**src/rtl/bkram_sd_seq_if.sv**
```systemverilog
// Sector-transfer handshake between the backup-RAM sequencer and the HPS SD block.
interface bkram_sd_seq_if;
  logic [31:0] sd_lba;
  logic        sd_rd;
  logic        sd_wr;
  logic        sd_ack;

  modport master (output sd_lba, output sd_rd, output sd_wr, input sd_ack);
  modport slave  (input sd_lba, input sd_rd, input sd_wr, output sd_ack);
endinterface

```
**src/rtl/bkram_sd_seq.sv**
```systemverilog
// Backup-RAM load/save sequencer: walks sd_lba over the save image one sector
// per HPS ack, with autoload after ROM download and an ack-timeout escape.
module bkram_sd_seq #(
  parameter logic [23:0] ACK_TIMEOUT = 24'd16777215
) (
  input  logic                 clk_sys,
  input  logic                 RESET,
  input  logic                 ioctl_download,
  input  logic                 img_mounted,
  input  logic                 img_readonly,
  input  logic [63:0]          img_size,
  input  logic                 bk_load,
  input  logic                 bk_save,
  input  logic [23:0]          ram_mask,
  bkram_sd_seq_if.master       sd,
  output logic                 bk_ena,
  output logic                 bk_loading,
  output logic                 bk_busy,
  output logic                 bk_err
);

  typedef enum logic [1:0] {IDLE, REQ, XFER, NEXT} state_t;

  state_t      state, state_n;
  logic [31:0] lba, lba_n;
  logic [23:0] cnt, cnt_n;
  logic        rd, rd_n, wr, wr_n;
  logic        loading, loading_n, busy, busy_n, err, err_n;
  logic        op_load, op_load_n;

  logic        dl_q, load_q, save_q, ack_q;
  logic        load_lvl, save_lvl;
  logic        dl_rise, dl_fall, load_rise, save_rise, ack_fall;
  logic        start_load, start, last_sector, ena_set;

  always_comb begin
    load_lvl    = bk_load & bk_ena;
    save_lvl    = bk_save & bk_ena;
    dl_rise     = ioctl_download & ~dl_q;
    dl_fall     = ~ioctl_download & dl_q;
    load_rise   = load_lvl & ~load_q;
    save_rise   = save_lvl & ~save_q;
    ack_fall    = ~sd.sd_ack & ack_q;
    // autoload outranks OSD edges, and load outranks save
    start_load  = (dl_fall & bk_ena) | load_rise;
    start       = start_load | save_rise;
    last_sector = lba >= 32'(ram_mask >> 9);
    ena_set     = ioctl_download & img_mounted & (|img_size) & ~img_readonly;
  end

  always_comb begin
    state_n   = state;
    lba_n     = lba;
    cnt_n     = cnt;
    rd_n      = rd;
    wr_n      = wr;
    loading_n = loading;
    busy_n    = busy;
    err_n     = err;
    op_load_n = op_load;
    unique case (state)
      IDLE: begin
        if (start) begin
          lba_n     = '0;
          cnt_n     = '0;
          op_load_n = start_load;
          loading_n = start_load;
          busy_n    = 1'b1;
          err_n     = 1'b0;
          rd_n      = start_load;
          wr_n      = ~start_load;
          state_n   = REQ;
        end
      end
      REQ: begin
        if (sd.sd_ack) begin
          rd_n    = 1'b0;
          wr_n    = 1'b0;
          state_n = XFER;
        end else if (cnt == ACK_TIMEOUT - 24'd1) begin
          rd_n      = 1'b0;
          wr_n      = 1'b0;
          err_n     = 1'b1;
          loading_n = 1'b0;
          busy_n    = 1'b0;
          state_n   = IDLE;
        end else begin
          cnt_n = cnt + 24'd1;
        end
      end
      XFER: begin
        if (ack_fall) state_n = NEXT;
      end
      NEXT: begin
        if (last_sector) begin
          loading_n = 1'b0;
          busy_n    = 1'b0;
          state_n   = IDLE;
        end else begin
          lba_n   = lba + 32'd1;
          cnt_n   = '0;
          rd_n    = op_load;
          wr_n    = ~op_load;
          state_n = REQ;
        end
      end
      default: state_n = IDLE;
    endcase
  end

  always_ff @(posedge clk_sys) begin
    if (RESET) begin
      state   <= IDLE;
      lba     <= '0;
      cnt     <= '0;
      rd      <= 1'b0;
      wr      <= 1'b0;
      loading <= 1'b0;
      busy    <= 1'b0;
      err     <= 1'b0;
      op_load <= 1'b0;
      bk_ena  <= 1'b0;
    end else begin
      state   <= state_n;
      lba     <= lba_n;
      cnt     <= cnt_n;
      rd      <= rd_n;
      wr      <= wr_n;
      loading <= loading_n;
      busy    <= busy_n;
      err     <= err_n;
      op_load <= op_load_n;
      if (dl_rise) bk_ena <= 1'b0;
      if (ena_set) bk_ena <= 1'b1;
    end
  end

  // Edge detectors track inputs during reset too, so nothing fires right after it.
  always_ff @(posedge clk_sys) begin
    if (RESET) begin
      dl_q   <= ioctl_download;
      load_q <= bk_load;
      save_q <= bk_save;
      ack_q  <= sd.sd_ack;
    end else begin
      dl_q   <= ioctl_download;
      load_q <= load_lvl;
      save_q <= save_lvl;
      ack_q  <= sd.sd_ack;
    end
  end

  assign sd.sd_lba  = lba;
  assign sd.sd_rd   = rd;
  assign sd.sd_wr   = wr;
  assign bk_loading = loading;
  assign bk_busy    = busy;
  assign bk_err     = err;

endmodule
```
**src/flat_wrapper.sv**
```systemverilog
// flat-port wrapper written by rule: the top's interface ports become plain ports
module bkram_sd_seq_flat 
#(
  parameter logic [23:0] ACK_TIMEOUT = 24'd16777215
)
  (clk_sys, RESET, ioctl_download, img_mounted, img_readonly, img_size, bk_load, bk_save, ram_mask, bk_ena, bk_loading, bk_busy, bk_err, sd_sd_lba, sd_sd_rd, sd_sd_wr, sd_sd_ack);
  bkram_sd_seq_if sd_i ();
  input  logic clk_sys;
  input  logic RESET;
  input  logic ioctl_download;
  input  logic img_mounted;
  input  logic img_readonly;
  input  logic [63:0] img_size;
  input  logic bk_load;
  input  logic bk_save;
  input  logic [23:0] ram_mask;
  output logic bk_ena;
  output logic bk_loading;
  output logic bk_busy;
  output logic bk_err;
  output wire logic [$bits(sd_i.sd_lba)-1:0] sd_sd_lba;
  output wire logic [$bits(sd_i.sd_rd)-1:0] sd_sd_rd;
  output wire logic [$bits(sd_i.sd_wr)-1:0] sd_sd_wr;
  input wire logic [$bits(sd_i.sd_ack)-1:0] sd_sd_ack;
  assign sd_sd_lba = sd_i.sd_lba;
  assign sd_sd_rd = sd_i.sd_rd;
  assign sd_sd_wr = sd_i.sd_wr;
  assign sd_i.sd_ack = sd_sd_ack;
  bkram_sd_seq #(.ACK_TIMEOUT(ACK_TIMEOUT)) u_core (.clk_sys(clk_sys), .RESET(RESET), .ioctl_download(ioctl_download), .img_mounted(img_mounted), .img_readonly(img_readonly), .img_size(img_size), .bk_load(bk_load), .bk_save(bk_save), .ram_mask(ram_mask), .sd(sd_i), .bk_ena(bk_ena), .bk_loading(bk_loading), .bk_busy(bk_busy), .bk_err(bk_err));
endmodule
```
**config.mk**
```make
export PLATFORM = sky130hd
export DESIGN_NAME = bkram_sd_seq_flat
export DESIGN_NICKNAME = d
export VERILOG_FILES = /design/src/rtl/bkram_sd_seq_if.sv /design/src/rtl/bkram_sd_seq.sv /design/src/flat_wrapper.sv
export SDC_FILE = /design/constraint.sdc
export NUM_CORES = 1
export LEC_CHECK = 0
export BUFFER_PORTS_ARGS = -buffer_cell sky130_fd_sc_hd__buf_4
export CAP_MARGIN = 20
export CORE_ASPECT_RATIO = 0.75
export CORE_MARGIN = 5
export CORE_UTILIZATION = 49
export DETAILED_ROUTE_END_ITERATION = 8
export PLACE_DENSITY = 0.9
export SLEW_MARGIN = 20
export SYNTH_ARGS = -nofsm -noshare
export SYNTH_HDL_FRONTEND = slang
export SYNTH_SLANG_ARGS = --single-unit
export TNS_END_PERCENT = 10
```
**constraint.sdc**
```tcl
create_clock -name clk_sys -period 2.9 [get_ports clk_sys]
set_input_delay 0.145 -clock clk_sys [delete_from_list [all_inputs] [get_ports clk_sys]]
set_output_delay 0.145 -clock clk_sys [all_outputs]
set_load 0.02 [all_outputs]
```
==> metrics.csv <==
metric,value,unit
cts_made_buffers,9,
fillers,592,
track_usage,23.5,%
yosys_warnings,0,
power_frac_comb,9.5,%
seq_area,0.00138,mm^2
cts-root-buf,clkbuf_8,
period_share,93.8,%
synth_edf_count,0,
grt_setup_unrepaired,no,
hold_class,in -> reg,
grt_max_degree,23,
synth_top_area_share,38.7,%
grt_pass1_vias,3831,
hpwl,7.92,mm
skew,8.21,ps
ys_seq_area_share,38.7,%
avgViaCountPerCell,5.49,
worst_slew_pin_slew,587,ps
post-synth-top-area-cell,dfxtp_1,
power_density,409,mW/mm^2
start_kind,register,
ir_worst_vdd,0.253,mV
drive_above_1_share,27.1,%
gr-total-overflow,0,
die_h,83.9,um
max_slew_margin,60.5,%
maxCapViolCount,0,
pre_cts_slack,200,ps
p_sw_share,23.2,%
path_cells,inv_1 -> ha_1 -> nand2b_1 -> a2111o_1 -> a311oi_2 -> and2_1 -> nor2_4 -> or4_1 -> a21oi_1,
initial_utilization,49.4,%
ant_nets,0,
async_flop_share,0,%
clkPwrFrac,42.3,%
ys.flop_type,dfxtp_1,
p_leak,2.01,nW
finalHoldViolCount,0,
multi_input_area,0.00202,mm^2
final.setup.worst_slack,179,ps
status,completed,
drt_wl_total,10.4,mm
ys_ff_latch,69,
r2r_slack,180,ps
diodes,0,
die_w,109,um
period_needed,2720,ps
holdWs,50.1,ps
gp_congestion,0.851,
yosys-top-cells-area,"dfxtp_1 (39%), ha_1 (6.3%), nor2_1 (5.8%)",
cpMaxStageDelayCell,or4_1,
remaining_drc_errors,0,
port_buffers,124,
finalMaxSlewViolations,0,
vias,3719,
wire_per_inst,15.4,um
critical_path.max_stage_delay,530,ps
drtPass1Iterations,5,
crit_family,simple AND/OR/NAND/NOR gates,
cp-end-kind,register,
cts.htree.levels,3,
clk_latency,350,ps
grt_first_pass_wirelength,17.3,mm
syn_avg_cell_area,8.10,um^2
clkTransAtPathRegs,80,ps
cts.sinks,69,
num_rows,27,
cts_tree,done,
nNetsFinal,685,
timing.setup.tns,0,ps
setup_viol,0,
syn_to_final_growth,36.6,%
dieArea,0.00912,mm^2
core,0.00723,mm^2
synth_fp_nets,555,
cp_num_buf_inv,1,
antenna_found_initial,0,
postCtsSetupBuffers,0,
switching_power,463,uW
p_seq_share,48.2,%
synthCells,441,
ys_types,49,
arrival,3000,ps
largest_reg_flops,32,
critPathKind,reg -> reg,
fmax,368,MHz
p_int,1.53,mW
cts_max_path_buffers,2,
ios,134,
path_max_fanout,15,
syn_area,0.00357,mm^2
crit_required,3180,ps
drt_iter0_markers,179,
## worst reg2reg max path, stage by stage, from the launching register on
cell and delay [ps]:
dfxtp_1 330, inv_1 40, ha_1 270, nand2b_1 140, a2111o_1 460, a311oi_2 360, and2_1 250, nor2_4 110
or4_1 540, a21oi_1 140
## metal layers
| metal | GRT usage (%) | share of wire, % | routed length (um) | up-vias |
|---|---|---|---|---|
| met5 | 0 | 0 | 0 | - |
| met4 | 9.98 | 2.8 | 287 | 0 |
| met3 | 7.04 | 8.1 | 842 | 27 |
| met2 | 39.3 | 48 | 5020 | 157 |
| met1 | 27.6 | 41 | 4240 | 1710 |
| li1 | - | - | - | 1825 |
## power by group through the flow
stage	clock [mW]	combinational, mW	sequential, mW
finish	0.844	0.189	0.962
global route	0.894	0.208	0.962
CTS	0.856	0.187	0.961
detailed placement	0	0.182	0.984
global placement	0	0.177	0.983
floorplan	0	0.0658	0.984
## cells in the mapped netlist (4+ instances only)
cell type,instances
a21oi_1,34
nand4_1,13
o21ai_0,11
xor2_1,5
nor4_1,25
clkbuf_1,12
a211oi_1,6
nand3_1,13
xnor2_1,22
a31oi_1,5
nor3_1,5
ha_1,18
nand2_1,34
and4_1,5
o21ai_1,5
dfxtp_1,69
and2_1,16
and3_1,4
or3_1,11
nor2_1,55
inv_1,27
## area by class of cell
class	count	area share [%]
Clock inverter	4	1.10
Sequential cell	69	28.3
Timing Repair Buffer	136	21.1
Inverter	28	2.15
Tap cell	101	2.59
Clock buffer	12	3.38
Multi-Input combinational cell	327	41.3
## through the flow
stage	area [um^2]	instances	power, mW	util (%)
finish	4880	677	1.99	67.5
global route	4880	677	2.06	67.5
CTS	4870	677	2.00	67.4
detailed placement	4610	657	1.17	63.8
global placement	4610	657	1.16	63.8
floorplan	3570	441	1.05	-
## worst paths after layout
| kind | from | to | cells past startpoint |
|---|---|---|---|
| hold reg to reg | u_core.sd.sd_lba[30]$_SDFFE_PP0P_ | u_core.sd.sd_lba[30]$_SDFFE_PP0P_ | 1 |
| setup reg to reg | u_core.sd.sd_lba[0]$_SDFFE_PP0P_ | u_core.cnt[14]$_SDFFE_PP0P_ | 9 |
| setup / recovery | u_core.sd.sd_lba[0]$_SDFFE_PP0P_ | u_core.cnt[14]$_SDFFE_PP0P_ | 9 |
| hold / removal | img_readonly | u_core.bk_ena$_SDFFE_PP0P_ | 3 |
## logic make-up after synthesis
kind of cell | share of synthesized area, %
AND/OR/NAND/NOR | 29.3
AO/OA/AOI/OAI | 13.4
flip-flops | 38.7
buffers and inverters | 5.11
XOR/XNOR | 6.62
adder cells (fa/ha/maj) | 6.30
multiplexers | 0.595
## layout by cell type, fill, tap and decap left out, types with 2 or more instances in the layout
cell type      count
xnor2_1           22
ha_1              18
o21ai_1            5
o31ai_1            2
nand2_1           34
nand3_1           13
o21ai_0           11
nor2b_1            3
clkbuf_8          12
and4_1             5
and2_1            16
buf_4            132
nor4b_1            2
or4_1              3
xor2_1             5
or2_2              3
dlygate4sd3_1      4
a21oi_1           33
nor3_1             5
clkinvlp_4         2
inv_1             27
nor2_1            55
and3_1             4
a211oi_1           6
nand4_1           13
dfxtp_1           69
a31oi_1            5
nor3b_1            3
nor4_1            25
a22oi_1            2
o211ai_1           3
o21a_1             3
or3_1             11
nand2b_1           3
## timing repair
action	4_1_cts	5_1_grt
endpoints found under the setup margin	0	16
hold endpoints to repair	4	0
hold buffers	4	0
resized for setup	0	2
(Power assumes the default switching activity.)
